File: config.mk
export PLATFORM = sky130hd
export DESIGN_NAME = obuf_drain_ctrl
export DESIGN_NICKNAME = d
export VERILOG_FILES = /design/src/rtl/obuf_drain_ctrl.sv
export SDC_FILE = /design/constraint.sdc
export NUM_CORES = 1
export LEC_CHECK = 0
export CAP_MARGIN = 20
export CORE_ASPECT_RATIO = 2
export CORE_MARGIN = 1
export CORE_UTILIZATION = 51
export CTS_CLUSTER_DIAMETER = 100
export CTS_CLUSTER_SIZE = 30
export DETAILED_ROUTE_END_ITERATION = 10
export PLACE_DENSITY = 0.8
export RECOVER_POWER = 25
export SLEW_MARGIN = 20
export SYNTH_ARGS = -nofsm -noshare
export SYNTH_HDL_FRONTEND = slang
export SYNTH_SLANG_ARGS = --single-unit
export TNS_END_PERCENT = 50
File: constraint.sdc
create_clock -name i_clk -period 3.8 [get_ports i_clk]
set_input_delay 0.76 -clock i_clk [delete_from_list [all_inputs] [get_ports i_clk]]
set_output_delay 0.76 -clock i_clk [all_outputs]
set_load 0.005 [all_outputs]
File: src/rtl/obuf_drain_ctrl.sv
// ----------------------------------------------------------------------------
// obuf_drain_ctrl
//
// Drains a rectangular region of the per-column output RAMs after a compute
// tile has been written. The region is walked in row-major order: for each row
// r the columns 0..num_cols-1 are read at address base_addr + r (wrapping mod
// 2^ADDR_WIDTH). Returned words go through a 2-entry FIFO whose head drives a
// valid/ready stream towards the DMA/host.
//
// Ports
//   i_clk          clock
//   i_reset        synchronous, active-high reset
//   i_start        one-cycle drain request, only honoured while idle
//   i_base_addr    first row address (latched on an accepted start)
//   i_num_rows     rows to drain, 0..RAM_SIZE (latched on start)
//   i_num_cols     columns per row, 0..ARRAY_M, larger values clamp to ARRAY_M
//   o_busy         high from the cycle after an accepted start until done
//   o_done         one-cycle completion pulse
//   o_ram_idx      RAM select to the output buffer
//   o_read_addr    read address to the output buffer
//   i_data_read    buffer read data, valid one cycle after the address
//   o_out_valid    stream valid
//   i_out_ready    stream ready
//   o_out_data     stream data
//   o_out_last     marks the final word of the region
// ----------------------------------------------------------------------------
module obuf_drain_ctrl #(
    parameter int unsigned ARRAY_M    = 8,
    parameter int unsigned RAM_SIZE   = 256,
    parameter int unsigned ADDR_WIDTH = $clog2(RAM_SIZE),
    parameter int unsigned DATA_WIDTH = 32
) (
    input  logic                        i_clk,
    input  logic                        i_reset,
    input  logic                        i_start,
    input  logic [ADDR_WIDTH-1:0]       i_base_addr,
    input  logic [ADDR_WIDTH:0]         i_num_rows,
    input  logic [$clog2(ARRAY_M):0]    i_num_cols,
    output logic                        o_busy,
    output logic                        o_done,
    output logic [$clog2(ARRAY_M)-1:0]  o_ram_idx,
    output logic [ADDR_WIDTH-1:0]       o_read_addr,
    input  logic [DATA_WIDTH-1:0]       i_data_read,
    output logic                        o_out_valid,
    input  logic                        i_out_ready,
    output logic [DATA_WIDTH-1:0]       o_out_data,
    output logic                        o_out_last
);

    localparam int unsigned IDX_W = $clog2(ARRAY_M);
    localparam int unsigned COL_W = IDX_W + 1;
    localparam int unsigned ROW_W = ADDR_WIDTH + 1;

    localparam logic [1:0] ST_IDLE  = 2'd0;
    localparam logic [1:0] ST_RUN   = 2'd1;
    localparam logic [1:0] ST_FLUSH = 2'd2;

    localparam logic [COL_W-1:0] LP_COLS_MAX = COL_W'(ARRAY_M);
    localparam logic [COL_W-1:0] LP_COL_ONE  = COL_W'(1);
    localparam logic [ROW_W-1:0] LP_ROW_ONE  = ROW_W'(1);

    // ------------------------------------------------------------------
    // State
    // ------------------------------------------------------------------
    logic [1:0]             r_state;
    logic                   r_busy;
    logic                   r_done;

    // Latched region shape and walk position (next read to issue)
    logic [ROW_W-1:0]       r_rows;
    logic [COL_W-1:0]       r_cols;
    logic [ROW_W-1:0]       r_row_cnt;
    logic [COL_W-1:0]       r_col_cnt;
    logic [ADDR_WIDTH-1:0]  r_row_addr;

    // Address held on the buffer port when no read is being issued
    logic [IDX_W-1:0]       r_last_idx;
    logic [ADDR_WIDTH-1:0]  r_last_addr;

    // Read issued last cycle: its data is on i_data_read this cycle
    logic                   r_inflight;
    logic                   r_inflight_last;

    // 2-entry FIFO: head entry drives the stream directly, tail is the spare
    logic                   r_head_valid;
    logic [DATA_WIDTH-1:0]  r_head_data;
    logic                   r_head_last;
    logic                   r_tail_valid;
    logic [DATA_WIDTH-1:0]  r_tail_data;
    logic                   r_tail_last;

    // ------------------------------------------------------------------
    // Combinational control
    // ------------------------------------------------------------------
    logic [COL_W-1:0]       w_cols_clamped;
    logic                   w_start_empty;
    logic                   w_pop;
    logic [1:0]             w_occupancy;
    logic [1:0]             w_occ_after_pop;
    logic                   w_credit;
    logic                   w_issue;
    logic                   w_col_end;
    logic                   w_row_end;
    logic                   w_issue_last;
    logic                   w_fifo_drained;

    assign w_cols_clamped = (i_num_cols > LP_COLS_MAX) ? LP_COLS_MAX : i_num_cols;
    assign w_start_empty  = (i_num_rows == '0) || (i_num_cols == '0);

    assign w_pop = r_head_valid & i_out_ready;

    // Everything already committed to land in the FIFO. Head + tail + in-flight
    // never exceeds 2 after any edge, so 2 bits are enough.
    assign w_occupancy     = {1'b0, r_head_valid} + {1'b0, r_tail_valid} + {1'b0, r_inflight};
    assign w_occ_after_pop = w_occupancy - {1'b0, w_pop};
    assign w_credit        = (w_occ_after_pop < 2'd2);

    // The issue decision is made in the same cycle the address is presented.
    // Counting this cycle's pop is what lets a 2-entry FIFO sustain one word
    // per cycle, at the price of a combinational path from i_out_ready to the
    // buffer address.
    assign w_issue = (r_state == ST_RUN) && w_credit;

    assign w_col_end    = (r_col_cnt == (r_cols - LP_COL_ONE));
    assign w_row_end    = (r_row_cnt == (r_rows - LP_ROW_ONE));
    assign w_issue_last = w_col_end && w_row_end;

    assign o_ram_idx   = w_issue ? r_col_cnt[IDX_W-1:0] : r_last_idx;
    assign o_read_addr = w_issue ? r_row_addr : r_last_addr;

    // Last word handshaken (or handshaking now) and nothing left in the pipe
    assign w_fifo_drained = !r_inflight && !r_tail_valid && (!r_head_valid || w_pop);

    // ------------------------------------------------------------------
    // Sequencer
    // ------------------------------------------------------------------
    always_ff @(posedge i_clk) begin
        if (i_reset) begin
            r_state         <= ST_IDLE;
            r_busy          <= 1'b0;
            r_done          <= 1'b0;
            r_rows          <= '0;
            r_cols          <= '0;
            r_row_cnt       <= '0;
            r_col_cnt       <= '0;
            r_row_addr      <= '0;
            r_last_idx      <= '0;
            r_last_addr     <= '0;
            r_inflight      <= 1'b0;
            r_inflight_last <= 1'b0;
        end else begin
            r_done          <= 1'b0;
            r_inflight      <= w_issue;
            r_inflight_last <= w_issue && w_issue_last;

            if (w_issue) begin
                r_last_idx  <= r_col_cnt[IDX_W-1:0];
                r_last_addr <= r_row_addr;
                if (w_col_end) begin
                    r_col_cnt  <= '0;
                    r_row_cnt  <= r_row_cnt + LP_ROW_ONE;
                    // Natural wrap of the address width is the intended behaviour
                    r_row_addr <= r_row_addr + ADDR_WIDTH'(1);
                end else begin
                    r_col_cnt  <= r_col_cnt + LP_COL_ONE;
                end
            end

            case (r_state)
                ST_IDLE: begin
                    if (i_start) begin
                        if (w_start_empty) begin
                            // Empty region: complete immediately, never go busy
                            r_done <= 1'b1;
                        end else begin
                            r_rows     <= i_num_rows;
                            r_cols     <= w_cols_clamped;
                            r_row_cnt  <= '0;
                            r_col_cnt  <= '0;
                            r_row_addr <= i_base_addr;
                            r_busy     <= 1'b1;
                            r_state    <= ST_RUN;
                        end
                    end
                end
                ST_RUN: begin
                    if (w_issue && w_issue_last) begin
                        r_state <= ST_FLUSH;
                    end
                end
                ST_FLUSH: begin
                    if (w_fifo_drained) begin
                        r_state <= ST_IDLE;
                        r_busy  <= 1'b0;
                        r_done  <= 1'b1;
                    end
                end
                default: begin
                    r_state <= ST_IDLE;
                    r_busy  <= 1'b0;
                end
            endcase
        end
    end

    // ------------------------------------------------------------------
    // Return FIFO
    // ------------------------------------------------------------------
    // Capture happens unconditionally when r_inflight is set; the credit check
    // guarantees there is always room for it.
    always_ff @(posedge i_clk) begin
        if (i_reset) begin
            r_head_valid <= 1'b0;
            r_head_data  <= '0;
            r_head_last  <= 1'b0;
            r_tail_valid <= 1'b0;
            r_tail_data  <= '0;
            r_tail_last  <= 1'b0;
        end else if (!r_head_valid || w_pop) begin
            // Head is free (or being freed): refill from tail, else from the RAM
            if (r_tail_valid) begin
                r_head_valid <= 1'b1;
                r_head_data  <= r_tail_data;
                r_head_last  <= r_tail_last;
                r_tail_valid <= r_inflight;
                if (r_inflight) begin
                    r_tail_data <= i_data_read;
                    r_tail_last <= r_inflight_last;
                end
            end else begin
                r_head_valid <= r_inflight;
                if (r_inflight) begin
                    r_head_data <= i_data_read;
                    r_head_last <= r_inflight_last;
                end
            end
        end else if (r_inflight) begin
            // Head stalled: it keeps its word stable, new word parks in tail
            r_tail_valid <= 1'b1;
            r_tail_data  <= i_data_read;
            r_tail_last  <= r_inflight_last;
        end
    end

    assign o_busy      = r_busy;
    assign o_done      = r_done;
    assign o_out_valid = r_head_valid;
    assign o_out_data  = r_head_data;
    assign o_out_last  = r_head_last;

endmodule

Yosys cells after proc, flatten, opt, wreduce, memory -nomap -nowiden

Cells that the tools add are included.

Register bits after elaboration: 119
Output and inout bits: 47

Add/subtract/negate cells: 8
Order comparisons: 2
Equality and inequality tests: 9
Multiplexer cells: 45
Bitwise gates (word level): 3
Reductions and logical operators: 19

Operator list:

| operator                                          | count |
|---|---|
| 2-to-1 mux 32 bit                                 | 5 |
| 2-to-1 mux 8 bit                                  | 6 |
| 2-to-1 mux 9 bit                                  | 5 |
| 2-to-1 mux 4 bit                                  | 6 |
| 2-to-1 mux 1 bit                                  | 15 |
| adder 9 x 1 -> 9 bit (second input constant)      | 1 |
| equality test 9 bit                               | 1 |
| zero test 9 bit                                   | 1 |
| subtractor 9 x 1 -> 9 bit (second input constant) | 1 |
| adder 8 x 1 -> 8 bit (second input constant)      | 1 |
| 2-to-1 mux 2 bit                                  | 4 |
| inequality test 2 bit (second input constant)     | 4 |
| AND reduction 4 bit                               | 2 |
| case mux 2 bit (3 select lines)                   | 1 |
| logical AND 1 bit                                 | 5 |
| adder 4 x 1 -> 4 bit (second input constant)      | 1 |
| equality test 4 bit                               | 1 |
| > comparator 4 bit (second input constant)        | 1 |
| zero test 4 bit                                   | 1 |
| nonzero test 2 bit                                | 2 |
| subtractor 4 x 1 -> 4 bit (second input constant) | 1 |
| zero test 1 bit                                   | 3 |
| 2-to-1 mux 3 bit                                  | 1 |
| case mux 1 bit (3 select lines)                   | 1 |
| 14 further kinds                                  | 16 |

Logic depth before layout (Yosys ltp)

Gate-level depths: netlist of run 1.

Depth in word-level cells: 9
Depth in mapped cells: 11

Least setup slack after synthesis of run 1

Ideal clock, no wire load.

Path type: input to output
From: input i_out_ready
To: output o_ram_idx[0]
Data arrival time: 2735 ps
Required time: 3040 ps
Setup slack: 305 ps
Cell stages on the path: 8
Path buffers: 1
Cell sequence: and2_1 -> ha_1 -> inv_1 -> ha_1 -> a21oi_1 -> mux2i_4 -> buf_2 -> mux2_2

Cells in the longest elaborated chain, start to end: 5

RTL lines:

| item                       | line | text |
|---|---|---|
| from (decl)                | 45   | `input logic i_out_ready,` |
| AND 1 bit                  | 110  | `assign w_pop = r_head_valid & i_out_ready;` |
| subtractor 2 x 1 -> 2 bit  | 115  | `assign w_occ_after_pop = w_occupancy - {1'b0, w_pop};` |
| less-than comparator 2 bit | 116  | `assign w_credit = (w_occ_after_pop < 2'd2);` |
| logical AND 1 bit          | 122  | `assign w_issue = (r_state == ST_RUN) && w_credit;` |
| 2-to-1 mux 3 bit           | --   |  |
| to (decl)                  | 41   | `output logic [$clog2(ARRAY_M)-1:0] o_ram_idx,` |

Every way passes these cells.

Final worst setup path of run 1

From: input i_out_ready
To: output o_ram_idx[1]

The elaborated chain is that of the path after synthesis.

==> metrics.md, run 1 <==
| Metric | Value |
|---|---|
| Post-route ant nets | 0 |
| GRT Total Usage | 26.3% |
| Critical path buffers and inverters | 5 |
| Cell Area, Synth | 5200 um^2 |
| DRC | 0 |
| I/O pin total | 104 |
| Ys flop type | dfxtp_1 |
| Vias | 4,691 |
| Area Growth Syn to Fin | 34.9% |
| Crit path time final | 3.64 ns |
| Pwr/cell area | 470 nW/um^2 |
| Fmax | 275 MHz |
| Hold WC Path Type | flop to flop |
| XOR/XNOR share of the synthesized area | 3.71% |
| Final hold violation count | 0 |
| RR Startpoint | o_out_valid$_SDFFE_PP0N_ |
| CP arrival | 2.88 ns |
| Mux cell area share after synthesis | 9.75% |
| CP Max Fanout | 4 |
| Initial antenna violation count | 0 |
| Detailed Place HPWL | 8750 um |
| Fin. max-slew vios | 75 |
| Distinct cells, synth | 44 |
| WP data required | 3.04 ns |
| Layout Skew | 0.00621 ns |
| # nets final | 765 |
| Reg clk slew, reported paths | 0.05 ns |
| Leakage | 2.50 nW |
| H-tree levels | 4 |
| Main combinational cell family by area after synthesis | simple AND/OR/NAND/NOR gates |
| Max stage delay cell, worst path | mux2i_4 |
| Port Buffers | 103 |
| Hold Buf Count CTS | 0 |
| Adder-cell share of the synthesized area | 1.68% |
| Fin crit share | 95.7% |
| Worst Setup Start Kind | input port |
| Final setup viols | 0 |
| CTS sink cnt | 119 |
| Vias in the first global route | 4,749 |
| Post-synth net total | 665 |
| Hold Path Origin | r_inflight_last$_SDFF_PP0_ |
| CTS buffer count | 17 |
| Diodes inserted | 0 |
| Peak VDD IR | 0.000353 V |
| Fillers | 772 |
| Crit path max-delay family | multiplexers |
| Failing checks | capacitance limit, slew limit |
| Die Span Y | 145 um |
| Root Driver | clkbuf_16 |
| Clock buffer depth | 2 |
| Finished Core Util | 71.4% |
| Core Region | 9830 um^2 |
| CP most frequent cell | ha_4 |
| Largest net degree at the start of global routing | 75 |
| TritonCTS clock tree | built |
| Relative slew slack | -1.42% |
| Least-Margin Pin Slew | 1.52 ns |
| Worst Setup SP | i_out_ready |
| Core Rows | 51 |
| Final RePlAce weighted congestion | 0.792 |
| Die area | 10,600 um^2 |
| Clk_lat worst skew | 0.41 ns |
| Async S/R FF share, synth | 0% |
| Compound-Gate Fraction of Synth Area | 15.1% |
| Max-cap violations | 1 |
| Simple logic cell fraction of the synthesized area | 20.3% |
| Syn_area_per_cell | 8.65 um^2 |
| Commonest non-fill, non-tap cell in the layout | dfxtp_1 |
| Unrepaired setup endpoints after global routing | no |
| Drt wl/cell | 15.5 um |
| Status | complete, but fails checks |
| Final WL | 13,100 um |
| Crit Path Category | input port to output port |
| Worst Setup End Kind | output port |
| Flops & latches, synth | 119 |
| Global-route wire length before repair | 21,400 um |
| EDFF count, synth | 0 |
| Register area share after synthesis | 45.8% |
| Fraction of layout cells with a size suffix above 1 | 10.6% |
| Syn. warnings | 0 |
| CP cell instances | clkbuf_2, and2_4, ha_4, inv_2, ha_4, a21oi_4, mux2i_4, clkbuf_16, buf_4, mux2_2, clkdlybuf4s15_2 |
| Detailed Routing Iterations Pass 1 | 4 |
| Initial DRC Count | 263 |
| Synth Instances | 601 |
| Most frequent cells in the layout | dfxtp_1 (119), nand2_1 (99), clkdlybuf4s50_1 (67), nor2_1 (56), a21oi_1 (56) |
| DIE WIDTH | 73.4 um |
| Initial Utilization | 52.9% |
| Vias per cell | 5.54 |
| Fin Setup TNS | 0 ns |
| CP max stage delay | 0.34 ns |
| Remaining global-route overflow | 0 |
-- flip-flops by register name, indices dropped and copies added (netlist names), 2 cells and up --
register     count
r_last_addr      8
r_state          2
r_last_idx       3
r_cols           4
r_tail_data     32
o_out_data      32
r_col_cnt        4
r_row_cnt        9
r_rows           9
r_row_addr       8
-- worst paths after layout --
path,end,slack [ns],cells after the start
max,o_ram_idx[1],0.16,11
min,r_tail_last$_SDFFE_PP0P_,0.45,2
max reg2reg,r_row_addr[5]$_SDFF_PP0_,0.47,13
min reg2reg,r_tail_last$_SDFFE_PP0P_,0.45,2
-- power by group --
group          total (mW)  internal, mW  switching [mW]  leakage (nW)
sequential           1.34          1.30          0.0420         0.968
combinational       0.370         0.200           0.170          1.26
clock                1.58          1.05           0.539         0.274
-- metrics by stage --
stage | cells | worst slack [ns] | total power, mW | cell area, um^2 | hold WS (ns)
2_1_floorplan | 601 | 0.305 | 1.54 | 5200 | 0.431
3_3_place_gp | 807 | -0.404 | 1.71 | 6350 | 0.438
3_5_place_dp | 807 | -0.440 | 1.72 | 6350 | 0.447
4_1_cts | 846 | 0.00395 | 3.32 | 7020 | 0.454
5_1_grt | 846 | 0.0961 | 3.42 | 7010 | 0.469
6_report | 846 | 0.162 | 3.30 | 7010 | 0.450
-- cell families (layout without fill, tap and decap cells) --
group                      count (synthesis)  in the layout
and+or+nand+nor                          228            228
AOI/OAI and AO/OA                        127            127
DFF                                      119            119
buffers and inverters                     50            163
muxes                                     48             48
adders and majority gates                  7              7
xor gates and xnor gates                  22             22
-- cells in the mapped netlist (5+ instances only) --
cell type | instances | area (um^2)
dfxtp_1 | 119 | 2380
nand2_1 | 99 | 372
a21oi_1 | 57 | 285
nor2_1 | 56 | 210
mux2i_1 | 36 | 360
a211oi_1 | 35 | 263
clkbuf_1 | 32 | 120
nor2b_1 | 13 | 81.3
xnor2_1 | 13 | 114
mux2_2 | 11 | 124
nor3_1 | 11 | 55.1
o21ai_0 | 11 | 55.1
inv_1 | 9 | 33.8
or3_1 | 9 | 56.3
xor2_1 | 9 | 78.8
nand3_1 | 8 | 40.0
buf_1 | 7 | 26.3
ha_1 | 7 | 87.6
a31oi_1 | 5 | 31.3
nand3b_1 | 5 | 37.5
nand4_1 | 5 | 31.3
o31ai_1 | 5 | 37.5
or4_1 | 5 | 37.5
-- per-layer routing --
metal | up-vias | wire (um) | track usage [%]
met2 | 114 | 7550 | 50.1
met1 | 2240 | 4780 | 25.7
li1 | 2304 | - | -
met3 | 33 | 402 | 5.89
met5 | - | 0 | 0
met4 | 0 | 357 | 13.3
-- worst register-to-register path: cells and delay by family, from the launching register on --
| family | cells | cell delay [ns] |
|---|---|---|
| compound gates | 2 | 0.51 |
| mux | 1 | 0.35 |
| buf+inv | 5 | 0.63 |
| fa+ha+maj | 2 | 0.40 |
| simple gates | 3 | 0.88 |
| flops | 1 | 0.44 |
-- area by class of cell --
cell class                      instances  area (um^2)  share of cell area [%]
Tap cell                              132          165                    2.36
Sequential cell                       119         2380                    34.0
Clock inverter                          8          123                    1.75
Timing Repair Buffer                  122         1170                    16.7
Inverter                                9         33.8                   0.482
Multi-Input combinational cell        432         2680                    38.2
Clock buffer                           24          462                    6.58
-- timing repair --
item / in CTS / in global routing
endpoints found under the setup margin: 11 / 11
buffers inserted: 6 / 0
gates resized for setup: 36 / 6
gates cloned: 1 / 0
pin swaps: 2 / 2
No activity file was read; power rests on OpenSTA's default activity.
==> run 2: changes to the inputs <==
--- a/config.mk
+++ b/config.mk
@@ -7,13 +7,14 @@
 export LEC_CHECK = 0
 export CAP_MARGIN = 20
 export CORE_ASPECT_RATIO = 2
-export CORE_MARGIN = 1
+export CORE_MARGIN = 1.5
 export CORE_UTILIZATION = 51
 export CTS_CLUSTER_DIAMETER = 100
 export CTS_CLUSTER_SIZE = 30
 export DETAILED_ROUTE_END_ITERATION = 10
 export PLACE_DENSITY = 0.8
 export RECOVER_POWER = 25
+export SKIP_CTS_REPAIR_TIMING = 1
 export SLEW_MARGIN = 20
 export SYNTH_ARGS = -nofsm -noshare
 export SYNTH_HDL_FRONTEND = slang
==> metrics.md, run 2 (synthesis results as in run 1) <==
| Metric | Value |
|---|---|
| Place WS | -0.443 ns |
| Fin Hold WS | 0.450 ns |
| Status | complete, but fails checks |
| Fmax | 267 MHz |
| Final setup viols | 0 |
| Reg2reg setup slack | 0.42 ns |
| Non-filler instance count after layout | 847 |
| Commonest non-fill, non-tap cell in the layout | dfxtp_1 |
| Detailed Place HPWL | 8610 um |
| Leakage | 2.61 nW |
| RR Startpoint | r_inflight$_SDFF_PP0_ |
| Failing checks | capacitance limit, slew limit |
| Worst Setup Start Kind | input port |
| H-tree levels | 4 |
| Initial Utilization | 51.9% |
| Hold Path Origin | r_tail_data[27]$_SDFFE_PP0P_ |
| Clk_lat worst skew | 0.41 ns |
| Drt wl/cell | 15.5 um |
| Final hold violation count | 0 |
| CTS buffer count | 17 |
| Diodes inserted | 0 |
| Initial DRC Count | 204 |
| R2R Path End | r_row_addr[3]$_SDFF_PP0_ |
| Reg clk slew, reported paths | 0.05 ns |
| Pwr/cell area | 465 nW/um^2 |
| Root Driver | clkbuf_16 |
| Layout Skew | 0.0107 ns |
| Final Cell Area | 7040 um^2 |
| TritonCTS clock tree | built |
| Core Rows | 52 |
| Inst Count DP | 808 |
| CP Max Fanout | 4 |
| Relative slew slack | -40.3% |
| Die area | 10,800 um^2 |
| I/O pin total | 104 |
| Max stage delay cell, worst path | mux2i_4 |
| Port Buffers | 103 |
| Global-route wire length before repair | 20,800 um |
| Design Power | 3.27 mW |
| Max-cap violations | 1 |
| # nets final | 765 |
| Fin Setup TNS | 0 ns |
| Hold WC Path Type | flop to flop |
| Finished Core Util | 70.3% |
| Initial antenna violation count | 0 |
| Fin crit share | 98.5% |
| Least-Margin Pin Slew | 2.10 ns |
| Post-route ant nets | 0 |
| Unrepaired setup endpoints after global routing | yes |
| Crit path time final | 3.74 ns |
| Clock buffer depth | 2 |
| WP data required | 3.04 ns |
| Hold Path Depth | 2 |
| GRT Total Usage | 24.5% |
| Detailed Routing Iterations Pass 1 | 5 |
| Remaining global-route overflow | 0 |
| Vias in the first global route | 4,642 |
| WHS Endpoint | r_tail_data[27]$_SDFFE_PP0P_ |
| CP arrival | 2.98 ns |
| DIE WIDTH | 74.4 um |
| Post-route setup slack | 0.0552 ns |
| Crit Path Category | input port to output port |
| Final RePlAce weighted congestion | 0.808 |
| Vias | 4,693 |
| Area Growth Syn to Fin | 35.5% |
| Worst Setup End Kind | output port |
| Fraction of layout cells with a size suffix above 1 | 10.5% |
| Largest net degree at the start of global routing | 109 |
| CTS sink cnt | 119 |
| Area of placed instances | 6350 um^2 |
| Fin. max-slew vios | 109 |
| CP max stage delay | 0.34 ns |
| CP cell instances | dlymetal6s2s_1, and2_1, ha_1, inv_1, ha_1, a21oi_2, mux2i_4, buf_12, buf_4, buf_4, mux2_2, clkbuf_2 |
| Vias per cell | 5.54 |
| Most frequent cells in the layout | dfxtp_1 (118), nand2_1 (99), clkdlybuf4s50_1 (68), a21oi_1 (56), nor2_1 (54) |
| Peak VDD IR | 0.000348 V |
| Die Span Y | 146 um |
| DRC | 0 |
| Path depth of the worst reg2reg path | 15 |
| Core Region | 10,000 um^2 |
| Final WL | 13,100 um |
==> run 2: changes by cell type in the layout (fill, tap and decap cells not counted), sizes merged <==
| cell | change |
|---|---|
| dlygate4sd2 | -4 |
| dlygate4sd3 | -1 |
| bufinv | -1 |
| clkinv | +1 |
| dlymetal6s2s | +7 |
| buf | -2 |
| clkdlybuf4s15 | -3 |
| clkdlybuf4s50 | +1 |
==> run 2: layout make-up <==
| cell class | instances | area, um^2 |
|---|---|---|
| clock buffers | 22 | 484 |
| clock inverters | 8 | 97.6 |
| fillers | 785 | 2980 |
| inverters | 9 | 33.8 |
| multi-input cells | 432 | 2660 |
| flip-flops and latches | 119 | 2380 |
| well taps | 135 | 169 |
| repair buffers | 122 | 1220 |
==> run 2: worst max-delay path, delay by kind of cell <==
family / cells / cell delay (ns)
mux: 2 / 0.67
fa+ha+maj: 2 / 0.54
buf+inv: 6 / 0.65
simple gates: 1 / 0.16
compound gates: 1 / 0.19
==> run 2: power breakdown <==
part / internal (mW) / switching (mW)
Sequential: 1.30 / 0.0426
Combinational: 0.204 / 0.170
Clock: 1.02 / 0.536
==> run 2: how the worst max path moves through the flow <==
| stage | cells past startpoint | slack, ns | endpoint | from |
|---|---|---|---|---|
| finish | 12 | 0.06 | o_read_addr[4] | i_out_ready |
| global route | 12 | -0.02 | o_read_addr[4] | i_out_ready |
| CTS | 10 | -0.46 | o_ram_idx[2] | i_out_ready |
| detailed placement | 10 | -0.44 | o_ram_idx[2] | i_out_ready |
| global placement | 10 | -0.40 | o_read_addr[3] | i_out_ready |
| floorplan | 8 | 0.30 | o_ram_idx[0] | i_out_ready |
==> run 2: per-layer routing <==
layer	share of wire (%)	up-vias	track usage, %
met2	57	130	44.3
met5	0	-	0
li1	-	2296	-
met3	3.8	38	6.02
met1	36	2229	24.2
met4	3.4	0	13.2
==> run 3: changes to the inputs <==
--- a/config.mk
+++ b/config.mk
@@ -6,12 +6,12 @@
 export NUM_CORES = 1
 export LEC_CHECK = 0
 export CAP_MARGIN = 20
-export CORE_ASPECT_RATIO = 2
 export CORE_MARGIN = 1.5
 export CORE_UTILIZATION = 51
 export CTS_CLUSTER_DIAMETER = 100
 export CTS_CLUSTER_SIZE = 30
 export DETAILED_ROUTE_END_ITERATION = 10
+export GPL_TIMING_DRIVEN = 0
 export PLACE_DENSITY = 0.8
 export RECOVER_POWER = 25
 export SKIP_CTS_REPAIR_TIMING = 1
==> metrics.md, run 3 (synthesis results as in run 1) <==
| Metric | Value |
|---|---|
| Detailed Place HPWL | 9620 um |
| Initial antenna violation count | 0 |
| Peak VDD IR | 0.000270 V |
| TritonCTS clock tree | built |
| Vias per cell | 5.51 |
| Psw | 801 uW |
| GRT Total Usage | 25.8% |
| Reg clk slew, reported paths | 0.05 ns |
| Layout Skew | 0.00919 ns |
| # nets final | 796 |
| CP arrival | 3.09 ns |
| Seq pwr share | 40.0% |
| CP Max Fanout | 6 |
| Die Span Y | 104 um |
| Most frequent cells in the layout | dfxtp_1 (118), nand2_1 (99), clkdlybuf4s50_1 (82), nor2_1 (56), a21oi_1 (56) |
| Final WL | 13,800 um |
| Fin crit share | 101% |
| Final setup viols | 3 |
| Crit path time final | 3.85 ns |
| I/O pin total | 104 |
| Initial DRC Count | 212 |
| Die area | 10,800 um^2 |
| Max-cap violations | 0 |
| Hold Path Origin | r_tail_data[2]$_SDFFE_PP0P_ |
| Initial Utilization | 52.9% |
| Crit Path Category | input port to output port |
| WP data required | 3.04 ns |
| Fmax | 260 MHz |
| DRC | 0 |
| Vias | 4,842 |
| Fin Hold WS | 0.455 ns |
| Relative slew slack | 45.4% |
| Path depth of the worst reg2reg path | 11 |
| Design Power | 3.35 mW |
| WHS Endpoint | r_tail_data[2]$_SDFFE_PP0P_ |
| Commonest non-fill, non-tap cell in the layout | dfxtp_1 |
| Leakage | 2.57 nW |
| Status | complete, but fails checks |
| Failing checks | setup timing |
| Unrepaired setup endpoints after global routing | yes |
| Fraction of layout cells with a size suffix above 1 | 8.72% |
| Clk_lat worst skew | 0.53 ns |
| Worst Setup Start Kind | input port |
| Fin. max-slew vios | 0 |
| DIE WIDTH | 104 um |
| Least-Margin Pin Slew | 0.819 ns |
| Clock network power share | 48.6% |
| Hold WC Path Type | flop to flop |
| H-tree levels | 4 |
| Reg2reg setup slack | 0.97 ns |
| CTS buffer count | 17 |
| Largest net degree at the start of global routing | 17 |
| Post-route setup slack | -0.0502 ns |
| Core Rows | 36 |
| Clock buffer depth | 2 |
| Diodes inserted | 0 |
| Final hold violation count | 0 |
| Core Region | 9820 um^2 |
| R2R Path End | r_state[0]$_SDFFE_PP0P_ |
| Vias in the first global route | 4,757 |
| Logic gate share of total power | 11.4% |
| Int Power | 2.55 mW |
| Pwr/cell area | 472 nW/um^2 |
| Sw Share | 23.9% |
| Root Driver | clkbuf_8 |
| CTS sink cnt | 119 |
| RR Startpoint | o_out_valid$_SDFFE_PP0N_ |
| Worst Setup End Kind | output port |
| Remaining global-route overflow | 0 |
| Hold Path Depth | 2 |
| Global-route wire length before repair | 22,300 um |
| Drt wl/cell | 15.7 um |
| Port Buffers | 102 |
| Final RePlAce weighted congestion | 0.831 |
| Detailed Routing Iterations Pass 1 | 7 |
| Post-route ant nets | 0 |
| Area Growth Syn to Fin | 36.8% |
## run 3: cell type report
type                       instances  area, um^2
inverter                           9        33.8
buffer                            41         163
clock buffer                      21         459
clock inverter                    11         145
multi-input combinational        432        2650
timing repair buffer             112        1110
tap                              133         166
fill                             763        2710
sequential                       119        2380
## run 3: routing by layer
metal / up-vias / part of all wire [%] / GRT usage (%)
met5: - / 0 / 0
met4: 0 / 2.1 / 10.2
met3: 29 / 5.3 / 6.52
met2: 162 / 50 / 44.4
met1: 2298 / 43 / 30.8
li1: 2353 / - / -
## run 3: stage by stage
stage	utilization, %	setup slack [ns]	setup TNS [ns]	area, um^2	instances
floorplan	-	0.305	0	5200	601
global placement	65.0	-0.821	-7.19	6390	836
detailed placement	65.0	-0.856	-8.05	6390	836
CTS	71.2	-0.862	-7.46	6990	868
global route	72.4	-0.130	-0.440	7110	878
finish	72.4	-0.0502	-0.140	7110	878
## run 3: how the worst max path moves through the flow
stage	startpoint	to	slack [ns]
6_report	i_out_ready	o_read_addr[3]	-0.05
5_1_grt	i_out_ready	o_read_addr[3]	-0.13
4_1_cts	i_out_ready	o_read_addr[5]	-0.86
3_5_place_dp	i_out_ready	o_read_addr[5]	-0.86
3_3_place_gp	i_out_ready	o_read_addr[4]	-0.82
2_1_floorplan	i_out_ready	o_ram_idx[0]	0.30
## run 3: power groups by stage
stage          logic [mW]  registers (mW)  clock network [mW]
2_1_floorplan       0.184            1.36                   0
3_3_place_gp        0.350            1.36                   0
3_5_place_dp        0.361            1.37                   0
4_1_cts             0.366            1.34                1.62
5_1_grt             0.416            1.35                1.69
6_report            0.381            1.34                1.63
## run 3: worst max-delay path: stages
cell	delay, ns
dlymetal6s2s_1	0.15
and2_1	0.17
ha_1	0.29
inv_2	0.07
ha_4	0.20
a21oi_4	0.14
mux2i_4	0.36
buf_4	0.17
mux2_2	0.33
clkdlybuf4s50_1	0.45
